<file path="src/rtl/vram_port_arbiter.sv">
// Single-port VRAM arbiter: display fetch has priority, AXI gets a guaranteed slot
// after MAX_DISP_RUN consecutive display grants. BRAM has 1-cycle read latency.
module vram_port_arbiter #(
  parameter int ADDR_W       = 10,
  parameter int DEPTH        = 600,
  parameter int MAX_DISP_RUN = 4
) (
  input  logic              axi_aclk,
  input  logic              axi_aresetn,
  input  logic              disp_req,
  input  logic [ADDR_W-1:0] disp_addr,
  output logic              disp_gnt,
  output logic              disp_rvalid,
  output logic [31:0]       disp_rdata,
  input  logic              axi_req,
  input  logic              axi_we,
  input  logic [ADDR_W-1:0] axi_addr,
  input  logic [31:0]       axi_wdata,
  input  logic [3:0]        axi_be,
  output logic              axi_gnt,
  output logic              axi_rvalid,
  output logic [31:0]       axi_rdata,
  output logic              mem_en,
  output logic [3:0]        mem_we,
  output logic [ADDR_W-1:0] mem_addr,
  output logic [31:0]       mem_wdata,
  input  logic [31:0]       mem_rdata
);

  localparam int CNT_W = $clog2(MAX_DISP_RUN + 1);
  localparam logic [CNT_W-1:0] RUN_MAX = CNT_W'(MAX_DISP_RUN);
  localparam logic [ADDR_W:0] DEPTH_L = (ADDR_W + 1)'(DEPTH);

  typedef enum logic [1:0] {SRC_NONE, SRC_DISP, SRC_AXI} rd_src_e;

  logic [CNT_W-1:0] run_cnt_q, run_cnt_d;
  rd_src_e          rd_src_q, rd_src_d;
  logic             oor_q, oor_d;

  logic disp_win, axi_win;
  logic disp_in_range, axi_in_range;

  assign disp_in_range = ({1'b0, disp_addr} < DEPTH_L);
  assign axi_in_range  = ({1'b0, axi_addr} < DEPTH_L);

  // Grants are suppressed while reset is held so nothing reaches the BRAM.
  always_comb begin
    disp_win = 1'b0;
    axi_win  = 1'b0;
    if (axi_aresetn) begin
      if (disp_req && (!axi_req || run_cnt_q != RUN_MAX)) begin
        disp_win = 1'b1;
      end else if (axi_req) begin
        axi_win = 1'b1;
      end
    end
  end

  assign disp_gnt = disp_win;
  assign axi_gnt  = axi_win;

  // Out-of-range accesses are granted but never enable the BRAM.
  always_comb begin
    mem_en    = 1'b0;
    mem_we    = 4'b0000;
    mem_addr  = '0;
    mem_wdata = 32'h0;
    if (disp_win && disp_in_range) begin
      mem_en   = 1'b1;
      mem_addr = disp_addr;
    end else if (axi_win && axi_in_range) begin
      mem_en   = 1'b1;
      mem_addr = axi_addr;
      if (axi_we) begin
        mem_we    = axi_be;
        mem_wdata = axi_wdata;
      end
    end
  end

  always_comb begin
    run_cnt_d = run_cnt_q;
    if (!axi_req || axi_win) begin
      run_cnt_d = '0;
    end else if (disp_win && run_cnt_q != RUN_MAX) begin
      run_cnt_d = run_cnt_q + CNT_W'(1);
    end
  end

  always_comb begin
    rd_src_d = SRC_NONE;
    oor_d    = 1'b0;
    if (disp_win) begin
      rd_src_d = SRC_DISP;
      oor_d    = !disp_in_range;
    end else if (axi_win && !axi_we) begin
      rd_src_d = SRC_AXI;
      oor_d    = !axi_in_range;
    end
  end

  always_ff @(posedge axi_aclk or negedge axi_aresetn) begin
    if (!axi_aresetn) begin
      run_cnt_q <= '0;
      rd_src_q  <= SRC_NONE;
      oor_q     <= 1'b0;
    end else begin
      run_cnt_q <= run_cnt_d;
      rd_src_q  <= rd_src_d;
      oor_q     <= oor_d;
    end
  end

  // Read data is steered straight from the BRAM output using the registered tag.
  always_comb begin
    disp_rvalid = (rd_src_q == SRC_DISP);
    axi_rvalid  = (rd_src_q == SRC_AXI);
    disp_rdata  = (disp_rvalid && !oor_q) ? mem_rdata : 32'h0;
    axi_rdata   = (axi_rvalid && !oor_q) ? mem_rdata : 32'h0;
  end

endmodule

</file>
<file path="config.mk">
export PLATFORM = sky130hd
export DESIGN_NAME = vram_port_arbiter
export DESIGN_NICKNAME = d
export VERILOG_FILES = /design/src/rtl/vram_port_arbiter.sv
export SDC_FILE = /design/constraint.sdc
export NUM_CORES = 1
export LEC_CHECK = 0
export BUFFER_PORTS_ARGS = -buffer_cell sky130_fd_sc_hd__clkbuf_2
export CELL_PAD_IN_SITES_DETAIL_PLACEMENT = 1
export CELL_PAD_IN_SITES_GLOBAL_PLACEMENT = 1
export CORE_ASPECT_RATIO = 1.5
export CORE_MARGIN = 2
export CORE_UTILIZATION = 18
export DETAILED_ROUTE_END_ITERATION = 10
export GPL_TIMING_DRIVEN = 0
export PLACE_DENSITY_LB_ADDON = 0.1
export SLEW_MARGIN = 20
export SYNTH_ARGS = -nofsm -noshare
export SYNTH_HDL_FRONTEND = slang
export SYNTH_SLANG_ARGS = --single-unit
</file>
<file path="constraint.sdc">
create_clock -name axi_aclk -period 2 [get_ports axi_aclk]
set_input_delay 0 -clock axi_aclk [delete_from_list [all_inputs] [get_ports axi_aclk]]
set_output_delay 0 -clock axi_aclk [all_outputs]
set_load 0.05 [all_outputs]
</file>
* Word level (Yosys, flattened, before mapping)
Index checks and enable logic that the tools add are counted.
Word-level totals: flip-flop bits (word level) 6, input bits 93, output and inout port bits 115, logic and storage cells 47
Operators by class: $add $sub $neg 1, magnitude comparators 2, equal/unequal tests 3, muxes and demuxes 23, reduce and logical (&&, ||, !) cells 15
Operators with widths (count):
- 2-to-1 mux 32 bit | 5
- < comparator 10 bit, second input constant | 2
- 2-to-1 mux 10 bit | 2
- 2-to-1 mux 4 bit | 3
- 2-to-1 mux 1 bit | 9
- logical AND 1 bit | 7
- 2-to-1 mux 3 bit | 2
- zero test 1 bit | 5
- 2-to-1 mux 2 bit | 2
- adder 3 x 1 -> 3 bit, second input constant | 1
- inequality test 3 bit, second input constant | 1
- equality test 2 x 1 -> 1 bit, second input constant | 1
- equality test 2 bit, second input constant | 1
- logical OR 1 bit | 2
- nonzero test 2 bit | 1

* Longest topological paths before layout
Gate-level depths: netlist of run 1.
depth in word-level cells 8, depth in mapped cells 7, gate-level depth less buffers 6

* Worst setup path before layout of run 1
Ideal clock, no wire load.
path kind register to output, start point register run_cnt_q[0], end point output mem_addr[0], arrival 2.256 ns, setup slack -0.256 ns, cell stages (with the launch flop) 7, path buffers 1, cell sequence dfrtp_1 -> inv_1 -> ha_1 -> a21bo_1 -> nand3_2 -> buf_6 -> o32ai_1
Between the ends: word-level cells in the longest chain between the ends 8
Ends and longest elaborated chain:
- from (decl) | line 36 | logic [CNT_W-1:0] run_cnt_q, run_cnt_d;
- from (signal assigned) | line 108 | run_cnt_q <= run_cnt_d;
- inequality test 3 bit * | line 51 | if (disp_req && (!axi_req || run_cnt_q != RUN_MAX)) begin
- logical OR 1 bit * | line 51
- logical AND 1 bit * | line 51
- 2-to-1 mux 1 bit | line 51
- 2-to-1 mux 1 bit | line 50 | if (axi_aresetn) begin
- logical AND 1 bit | line 71 | end else if (axi_win && axi_in_range) begin
- 2-to-1 mux 10 bit | line 71
- 2-to-1 mux 10 bit * | line 68 | if (disp_win && disp_in_range) begin
- to (decl) | line 25 | output logic [ADDR_W-1:0] mem_addr,
Every way passes the cells marked *; elsewhere a longest branch is shown, timed or not.

* Worst setup path in the final report of run 1
start point register run_cnt_q[0], end point output mem_wdata[12]
Between the ends: word-level cells in the longest chain between the ends 8
Ends and longest elaborated chain:
- inequality test 3 bit * | line 51
- logical OR 1 bit * | line 51
- logical AND 1 bit * | line 51
- 2-to-1 mux 1 bit | line 51
- 2-to-1 mux 1 bit | line 50
- logical AND 1 bit | line 71
- 2-to-1 mux 32 bit | line 71
- 2-to-1 mux 32 bit * | line 68
- to (decl) | line 26 | output logic [31:0] mem_wdata,
Marked as above.

==> results.json, run 1 <==
{
  "status": "complete, no violations",
  "drt_iter0_markers": 47,
  "syn-cell-area_sq_um": 1460,
  "crit_slowest_cell": "dfrtp_1",
  "max_stage_delay_ns": 0.39,
  "finish.utilization_pct": 38.7,
  "grt_pass1_wl_um": 11600,
  "crit_arrival_ns": 1.89,
  "clk_latency_ns": 0.23,
  "cp_top_family": "buffers and inverters",
  "finalCriticalPeriod_ns": 1.89,
  "yosys.area_share.simple_pct": 60.8,
  "final_max_slew_viol_count": 0,
  "cts_root_buf": "clkbuf_16",
  "synth.area.mux_share_pct": 0,
  "cp-end-kind": "output port",
  "cpMostUsedCell": "buf_6",
  "critPathRequiredTime_ns": 2.00,
  "p_per_area_nw_per_um2": 342,
  "drive_above_1_share_pct": 61.6,
  "holdWs_ns": 0.0748,
  "std_cell_rows": 40,
  "cts_sinks": 6,
  "cts_tree": "done",
  "globalplace.congestion": 0.727,
  "pre_cts_ws_ns": 0.217,
  "ios": 208,
  "hp-start": "axi_req",
  "synth_top_family_by_area": "simple AND/OR/NAND/NOR gates",
  "r2r_slack_ns": 0.42,
  "dp_hpwl_um": 6860,
  "syn_area_per_cell_sq_um": 6.42,
  "start_kind": "flip-flop",
  "grt_pass1_vias": 2219,
  "irDropWorstVdd_mv": 0.175,
  "hp-class": "primary input to flip-flop",
  "post_cts_buffers": 0,
  "cts_buffers": 3,
  "rsz0062_at_grt": "yes",
  "setup_ws_ns": 0.112,
  "layout_common_cells": "clkbuf_2 (159), and2_1 (66), nand2_1 (40), nor3_2 (33), buf_4 (24)",
  "grtUsageTotal_pct": 16.0,
  "ant_nets": 0,
  "antenna_found_initial": 0,
  "diodes": 0,
  "totalWireLength_um": 7880,
  "die_height_um": 114,
  "drc": 0,
  "synth-xor-area-share_pct": 0,
  "synth-seq-cells": 6,
  "cp_num_buf_inv": 4,
  "critical_path.cell_chain": "inv_1 -> ha_2 -> a21bo_1 -> nand3_2 -> buf_6 -> buf_6 -> nor3_2 -> clkbuf_4",
  "max_cap_viol_count": 0,
  "hold_viol_final": 0,
  "finClkSkew_ns": 0.00208,
  "ys.warnings.count": 0,
  "p_leak_nw": 1.66,
  "synth_adder_area_share_pct": 1.71,
  "worstSetupPathType": "flip-flop to output port",
  "final_cells": 543,
  "cts_buffer_depth": 2,
  "post-place-cells": 539,
  "gr-total-overflow": 0,
  "setup_viol": 0,
  "postSynthCellCount": 228,
  "reg2reg_from": "run_cnt_q[0]$_DFFE_PN0P_",
  "htree_levels": 1,
  "port_buffers": 206,
  "synth_nets": 323,
  "synth_cell_type_count": 31,
  "whs_endpoint": "run_cnt_q[2]$_DFFE_PN0P_",
  "r2r_cells": 7,
  "dieArea_sq_um": 8890,
  "vias": 2393,
  "routed_via_density": 4.41,
  "die_w_um": 77.6,
  "grt_start_max_net_pins": 12,
  "relSlewSlack_pct": 60.7,
  "start_util_pct": 18.4,
  "hold_path_depth": 2,
  "drtPass1Iterations": 4,
  "synth_compound_area_share_pct": 14.4,
  "clk_pin_slew_ns": 0.03,
  "fmax_mhz": 530,
  "cp_max_fo": 10,
  "wire_per_inst_um": 14.5,
  "area_delta_synth_final_pct": 110,
  "worst_slew_pin_slew_ns": 0.587,
  "seq_area_frac_synth_pct": 10.3,
  "startpoint": "run_cnt_q[0]$_DFFE_PN0P_",
  "min_period_over_period_pct": 94.4,
  "core-area_sq_um": 7960,
  "mostFrequentLayoutCell": "clkbuf_2",
  "r2r_end": "oor_q$_DFF_PN0_",
  "fin_nets": 535
}
==> state kept, by name (all words and copies together), names as in the netlist <==
name       flops
oor_q          1
run_cnt_q      3
rd_src_q       2
==> Yosys cell counts <==
cell,instances,area share (%)
o21ai_0,1,0.34
o32ai_2,3,3.3
nand3b_1,1,0.51
and2_1,66,28
a31o_2,2,1.2
a32o_1,1,0.68
nor2b_1,2,0.85
a211oi_2,1,0.85
dfrtp_1,6,10
nand3_1,12,4.1
and2b_1,2,1.0
inv_1,14,3.6
nor3b_1,1,0.51
o32ai_1,5,3.0
a21boi_0,2,1.0
clkbuf_1,9,2.3
buf_2,4,1.4
a21oi_4,1,1.1
o22ai_1,2,0.85
nor3_1,34,12
buf_4,2,1.0
a21boi_2,1,0.77
a211oi_1,1,0.51
buf_6,6,4.6
a21bo_1,1,0.68
and4b_1,2,1.4
nor3_2,2,1.4
ha_1,2,1.7
nor2_1,1,0.26
nand2_1,40,10
nand3_2,1,0.68
==> power by group <==
group	leakage, nW	total, mW	internal [mW]	switching [mW]
registers	0.0813	0.129	0.126	0.00257
logic	1.54	0.600	0.192	0.407
clock network	0.0370	0.323	0.256	0.0662
total	1.66	1.05	0.575	0.476
==> routing by layer <==
layer | vias up | GRT usage (%) | part of all wire, %
met5 | - | 0 | 0
met4 | 0 | 3.10 | 0.96
met3 | 6 | 3.15 | 8.4
met2 | 125 | 31.9 | 56
met1 | 1089 | 17.0 | 35
li1 | 1173 | - | -
==> how the worst max path moves through the flow <==
stage                     to  slack [ns]  depth (start not counted)
2_1_floorplan    mem_addr[0]       -0.26                          6
3_3_place_gp     mem_addr[6]        0.21                          7
3_5_place_dp     mem_addr[6]        0.22                          7
4_1_cts        mem_wdata[27]      0.0001                          8
5_1_grt        mem_wdata[14]       -0.01                          8
6_report       mem_wdata[12]        0.11                          8
==> logic make-up after synthesis <==
| family | Yosys count |
|---|---|
| compound gates | 21 |
| buf+inv | 35 |
| fa+ha+maj | 2 |
| flops | 6 |
| simple gates | 164 |
==> timing repair <==
item	CTS	global route
hold endpoints to repair	6	0
resized for setup	7	133
hold buffers	1	0
setup endpoints to repair	7	47
cloned	0	0
pin swaps	0	1
==> metrics by stage <==
step / power, mW / TNS [ns] / cell area [sq um]
2_1_floorplan: 0.516 / -1.28 / 1640
3_5_place_dp: 0.715 / 0 / 2800
4_1_cts: 1.05 / 0 / 2900
5_1_grt: 1.11 / -0.0196 / 3080
6_report: 1.05 / 0 / 3080
3_3_place_gp: 0.707 / 0 / 2800
==> area by class of cell <==
cell class	instances	area (sq um)
Timing Repair Buffer	207	1200
Inverter	14	52.6
Multi-Input combinational cell	187	1330
Buffer	21	136
Clock buffer	3	75.1
Tap cell	105	131
Sequential cell	6	150
Fill cell	1060	4880
Note: power is estimated with default switching activity, not from simulation.
==> run 2: changes to the inputs <==
--- a/config.mk
+++ b/config.mk
@@ -5,13 +5,12 @@
 export SDC_FILE = /design/constraint.sdc
 export NUM_CORES = 1
 export LEC_CHECK = 0
-export BUFFER_PORTS_ARGS = -buffer_cell sky130_fd_sc_hd__clkbuf_2
 export CELL_PAD_IN_SITES_DETAIL_PLACEMENT = 1
 export CELL_PAD_IN_SITES_GLOBAL_PLACEMENT = 1
-export CORE_ASPECT_RATIO = 1.5
-export CORE_MARGIN = 2
-export CORE_UTILIZATION = 18
+export CORE_AREA = 2 2 81 83
 export DETAILED_ROUTE_END_ITERATION = 10
+export DIE_AREA = 0 0 83 85
+export DONT_BUFFER_PORTS = 1
 export GPL_TIMING_DRIVEN = 0
 export PLACE_DENSITY_LB_ADDON = 0.1
 export SLEW_MARGIN = 20
==> run 2 against run 1 <==
Effect of this change: the flow now finishes with violations (negative setup slack); global-route usage rose by 0.36 points; non-clock buffer count shrank 195; cell count down 41%; sequential power about the same; routed wire length decreased by 20%; die area shrank 21%; via count down 29%; combinational power shrank 11%; sequential share of layout area increased by 1.5 points; clock-buffer cell count did not move; critical path type unchanged; critical endpoint is now mem_wdata[2]; largest cell class is now multi-input gates.
==> results.json, run 2 (synthesized netlist as in run 1, its figures left out) <==
{
  "status": "complete, but fails checks",
  "violations": "negative setup slack",
  "dieArea_sq_um": 7060,
  "area_delta_synth_final_pct": 59.8,
  "finClkSkew_ns": 0.00301,
  "dp_hpwl_um": 5040,
  "worstSetupPathType": "flip-flop to output port",
  "setup_viol": 7,
  "cts_root_buf": "clkbuf_8",
  "critPathRequiredTime_ns": 2.00,
  "cp-end-kind": "output port",
  "routed_via_density": 5.32,
  "drive_above_1_share_pct": 60.1,
  "crit_arrival_ns": 2.07,
  "hold_path_depth": 2,
  "worst_slew_pin_slew_ns": 1.08,
  "irDropWorstVdd_mv": 0.145,
  "fillers": 730,
  "final_max_slew_viol_count": 0,
  "clk_latency_ns": 0.22,
  "grt_start_max_net_pins": 11,
  "relSlewSlack_pct": 27.7,
  "critical_path.cell_chain": "inv_2 -> ha_4 -> a21bo_1 -> nand3_2 -> buf_2 -> nor3_2",
  "grt_pass1_vias": 1656,
  "p_per_area_nw_per_um2": 363,
  "globalplace.congestion": 0.752,
  "ant_nets": 0,
  "largestRegisters": "run_cnt_q (3), rd_src_q (2), oor_q (1)",
  "p_leak_nw": 0.949,
  "r2r_cells": 8,
  "max_stage_delay_ns": 0.75,
  "std_cell_rows": 29,
  "die_height_um": 85,
  "multi_input_area_sq_um": 1740,
  "hp-class": "primary input to flip-flop",
  "die_w_um": 83,
  "setup_ws_ns": -0.0747,
  "drt_iter0_markers": 23,
  "cts_buffer_depth": 2,
  "diodes": 0,
  "ios": 208,
  "cp_max_fo": 10,
  "start_kind": "flip-flop",
  "vias": 1702,
  "htree_levels": 1,
  "regMostFlops": "run_cnt_q",
  "tns_ns": -0.456,
  "start_util_pct": 23.6,
  "grt_pass1_wl_um": 9380,
  "max_cap_viol_count": 0,
  "gr-total-overflow": 0,
  "cts_buffers": 3,
  "cts_sinks": 6,
  "grtUsageTotal_pct": 16.3,
  "port_buffers": 0,
  "totalWireLength_um": 6300,
  "seqCellArea_sq_um": 150,
  "clk_pin_slew_ns": 0.04,
  "power_uw": 849,
  "cts_tree": "done",
  "core-area_sq_um": 6200,
  "crit_slowest_cell": "nor3_2",
  "drc": 0,
  "drtPass1Iterations": 4,
  "layout_common_cells": "and2_2 (54), nand2_1 (40), nor3_4 (29), nand3_1 (12)",
  "finalCriticalPeriod_ns": 2.07,
  "min_period_over_period_pct": 104,
  "rsz0062_at_grt": "yes",
  "antenna_found_initial": 0,
  "hold_viol_final": 0,
  "wire_per_inst_um": 19.7,
  "largest_register_ffs": 3,
  "fmax_mhz": 482,
  "mostFrequentLayoutCell": "and2_2",
  "fin_nets": 340
}
## run 2: cell count changes in the layout (fill, tap and decap cells not counted), sizes merged
cell	previous run	this run
dlygate4sd3	1	2
clkbuf	174	12
buf	56	22
clkinvlp	0	1
inv	14	13
## run 2: timing repair
item,4_1_cts,5_1_grt
endpoints found under the setup margin,107,52
hold endpoints to repair,9,0
hold buffers,2,0
setup buffers,3,8
resized for setup,111,15
pin swaps,34,4
## run 2: layout make-up
cell class / instances / share of cell area (%)
Tap cell: 77 / 4.12
Clock buffer: 3 / 1.76
Buffer: 20 / 5.94
Inverter: 14 / 2.41
Timing Repair Buffer: 13 / 5.08
Multi-Input combinational cell: 187 / 74.3
Sequential cell: 6 / 6.42
## run 2: through the flow
step	utilization (%)	instance area (sq um)	cells	setup slack, ns	hold WS, ns
2_1_floorplan	-	1640	228	-0.256	-0.296
3_3_place_gp	28.0	1740	305	-0.574	-0.295
3_5_place_dp	28.6	1770	305	-0.0844	-0.295
4_1_cts	36.6	2270	313	-0.0881	0.00402
5_1_grt	37.7	2340	320	-0.139	0.0158
6_report	37.7	2340	320	-0.0747	0.0101
## run 2: worst max-delay path: cells and delay by family, from the launching register on
kind,cells,cell delay (ns)
compound gates,1,0.14
flops,1,0.38
simple gates,2,0.85
fa+ha+maj,1,0.14
buf+inv,2,0.34
## run 2: layer usage
metal  wire length, um  global-route usage, %  share of wire (%)
met1              2130                   17.4                 34
met2              3410                   30.7                 54
met3               731                   6.91                 12
met4                22                   2.38               0.35
met5                 0                      0                  0
## run 2: power breakdown
group	switching (mW)	internal [mW]
sequential	0.00326	0.126
clock	0.0572	0.130
combinational	0.406	0.126
## run 2: worst paths after layout
kind | start | endpoint | slack (ns)
worst max register to register | run_cnt_q[1]$_DFFE_PN0P_ | oor_q$_DFF_PN0_ | 0.15
worst min register to register | run_cnt_q[0]$_DFFE_PN0P_ | run_cnt_q[0]$_DFFE_PN0P_ | 0.58
worst max-delay path | run_cnt_q[1]$_DFFE_PN0P_ | mem_wdata[2] | -0.07
max in group asynchronous | axi_aresetn | oor_q$_DFF_PN0_ | 1.62
min in group asynchronous | axi_aresetn | run_cnt_q[1]$_DFFE_PN0P_ | 0.12
worst min-delay path | axi_aresetn | run_cnt_q[1]$_DFFE_PN0P_ | 0.01
==> run 3: changes to the inputs <==
--- a/config.mk
+++ b/config.mk
@@ -5,6 +5,7 @@
 export SDC_FILE = /design/constraint.sdc
 export NUM_CORES = 1
 export LEC_CHECK = 0
+export ABC_AREA = 1
 export CELL_PAD_IN_SITES_DETAIL_PLACEMENT = 1
 export CELL_PAD_IN_SITES_GLOBAL_PLACEMENT = 1
 export CORE_AREA = 2 2 81 83
==> run 3 against run 2 <==
Effect of this change: the flow finishes with violations (negative hold slack, negative setup slack); hold slack got worse by 0.011 ns; clock-buffer cell count did not move; clock skew rose by 0.0029 ns; sequential share of layout area rose by 0.28 points; sequential power barely moved; die area did not move; final area fell by 4.2%; cell count rose by 13%; global-route usage fell by 1.7 points; routed wire length fell by 9.7%; synthesized cell count rose by 21%; highest routed layer unchanged.
==> results.json, run 3 <==
{
  "synth_top_family_by_area": "simple AND/OR/NAND/NOR gates",
  "holdWs_ns": -0.00125,
  "cts_root_buf": "clkbuf_8",
  "power_uw": 828,
  "synth-xor-area-share_pct": 0.596,
  "fmax_mhz": 481,
  "violations": "negative hold slack, negative setup slack",
  "p_leak_nw": 0.902,
  "fin_area_sq_um": 2240,
  "drtPass1Iterations": 4,
  "final_max_slew_viol_count": 0,
  "ys.warnings.count": 0,
  "syn_area_per_cell_sq_um": 5.30,
  "synth_area_leaders": "nor2_1 (20%), nand2_1 (17%), nor2_4 (15%), inv_1 (11%), dfrtp_1 (10%)",
  "finalCriticalPeriod_ns": 2.08,
  "cts_buffer_depth": 2,
  "crit_arrival_ns": 2.08,
  "cp-end-kind": "output port",
  "antenna_found_initial": 0,
  "critPathRequiredTime_ns": 2.00,
  "hp-class": "primary input to flip-flop",
  "tns_ns": -0.225,
  "wire_per_inst_um": 15.7,
  "grtUsageTotal_pct": 14.6,
  "cts_buffers": 3,
  "totalWireLength_um": 5690,
  "dp_hpwl_um": 4600,
  "setup_viol": 3,
  "place_area_sq_um": 1570,
  "async_flop_share_pct": 100,
  "synth_nets": 372,
  "drt_iter0_markers": 11,
  "grt_pass1_wl_um": 8670,
  "clk_latency_ns": 0.22,
  "synth_adder_area_share_pct": 1.70,
  "synth_edf_count": 0,
  "synth_cell_type_count": 22,
  "grt_pass1_vias": 1697,
  "dieArea_sq_um": 7060,
  "fin_nets": 381,
  "htree_levels": 1,
  "finish.utilization_pct": 36.1,
  "synth_most_common_cell": "nor2_1",
  "hold_viol_final": 1,
  "vias": 1748,
  "finClkSkew_ns": 0.00589,
  "max_cap_viol_count": 0,
  "start_kind": "flip-flop",
  "mostFrequentLayoutCell": "nor2_4",
  "yosysTopAreaCellShare_pct": 19.9,
  "min_period_over_period_pct": 104,
  "ios": 208,
  "worstSetupPathType": "flip-flop to output port",
  "cp_max_fo": 10,
  "die_w_um": 83,
  "drc": 0,
  "ys.flop_type": "dfrtp_1",
  "synth_commonest_cells": "nor2_1 (78), nand2_1 (67), inv_1 (42), nand3_1 (25), nor2_4 (20)",
  "seq_area_frac_synth_pct": 10.2,
  "syn-cell-area_sq_um": 1470,
  "routed_via_density": 4.84,
  "yosys.area_share.simple_pct": 68.7,
  "port_buffers": 0,
  "setup_ws_ns": -0.0789,
  "area_delta_synth_final_pct": 52.6,
  "globalplace.congestion": 0.690,
  "layout_common_cells": "nor2_4 (91), nand2_1 (57), inv_1 (42), nand3_1 (25), nor2_1 (10)",
  "diodes": 0,
  "std_cell_rows": 29,
  "die_height_um": 85,
  "cts_tree": "done",
  "irDropWorstVdd_mv": 0.144,
  "relSlewSlack_pct": 38.6,
  "worst_slew_pin_slew_ns": 0.917,
  "synth_area_leader_cell": "nor2_1",
  "largestRegisters": "run_cnt_q (3), rd_src_q (2), oor_q (1)",
  "gr-total-overflow": 0,
  "postSynthCellCount": 277,
  "clk_pin_slew_ns": 0.04,
  "largest_register_ffs": 3,
  "synth-seq-cells": 6,
  "core-area_sq_um": 6200,
  "status": "complete, but fails checks",
  "synth_compound_area_share_pct": 0.341,
  "regMostFlops": "run_cnt_q",
  "synth.area.mux_share_pct": 0,
  "ant_nets": 0,
  "rsz0062_at_grt": "yes",
  "drive_above_1_share_pct": 45.4,
  "p_per_area_nw_per_um2": 369,
  "grt_start_max_net_pins": 12,
  "start_util_pct": 23.7,
  "cts_sinks": 6
}
run 3: cell count changes after synthesis, moves of 5 or more:
cell     change
nand2_1     +27
nor2_2       +9
inv_1       +28
nor2_4      +20
nor2_1      +77
o32ai_1      -5
nand3_1     +13
and2_1      -66
buf_6        -5
nor3_1      -34
run 3: cells by family after synthesis:
group,count (synthesis)
XOR/XNOR,1
AND/OR/NAND/NOR,206
flip-flops,6
adder cells (fa/ha/maj),2
buffers and inverters,61
AO/OA/AOI/OAI,1
run 3: per-layer routing:
metal / global-route usage [%] / vias to the layer above / routed length (um)
li1: - / 820 / -
met1: 15.7 / 794 / 1930
met2: 28.2 / 128 / 3150
met3: 4.38 / 6 / 554
met4: 3.13 / 0 / 51
met5: 0 / - / 0
run 3: path summary, 6_finish.rpt:
| path | slack [ns] | depth (start not counted) | from | endpoint |
|---|---|---|---|---|
| worst max-delay path | -0.08 | 8 | run_cnt_q[0]$_DFFE_PN0P_ | mem_wdata[3] |
| worst min-delay path | -0.001 | 3 | axi_aresetn | run_cnt_q[1]$_DFFE_PN0P_ |
| worst max register to register | 0.50 | 8 | run_cnt_q[0]$_DFFE_PN0P_ | oor_q$_DFF_PN0_ |
| worst min register to register | 0.58 | 2 | run_cnt_q[0]$_DFFE_PN0P_ | run_cnt_q[0]$_DFFE_PN0P_ |
| max in group asynchronous | 1.68 | 1 | axi_aresetn | oor_q$_DFF_PN0_ |
| min in group asynchronous | 0.09 | 1 | axi_aresetn | run_cnt_q[2]$_DFFE_PN0P_ |
run 3: cell type report:
| type | count | area, sq um |
|---|---|---|
| plain buffers | 17 | 121 |
| well taps | 77 | 96.3 |
| multi-input cells | 210 | 1620 |
| clock buffers | 3 | 41.3 |
| inverters | 44 | 170 |
| fillers | 768 | 3960 |
| repair buffers | 4 | 40.0 |
| flip-flops and latches | 6 | 150 |
run 3: metrics by stage:
stage	cells	worst slack [ns]
floorplan	277	-0.206
global placement	354	-0.552
detailed placement	354	-0.560
CTS	361	-0.0928
global route	361	-0.171
finish	361	-0.0789
run 3: critical path: stages (launching register included):
cell and delay, ns:
dfrtp_1 0.40, inv_1 0.09, ha_1 0.19, nand3_2 0.12, nand2_2 0.11, nand2_4 0.08, clkinv_4 0.06, nand2_4 0.11
nor2_1 0.70
run 3: repair_timing:
action                                  in CTS  in global routing
gates resized for setup                    139                 28
endpoints found under the setup margin      80                 43
pin swaps                                    4                  2
hold endpoints to repair                     9                  0
buffers inserted                             0                  0
hold buffers                                 4                  0
run 3: where the power goes:
group / internal (mW) / switching, mW / leakage, nW
clock: 0.129 / 0.0512 / 0.0216
combinational: 0.0903 / 0.427 / 0.799
sequential: 0.127 / 0.00367 / 0.0811
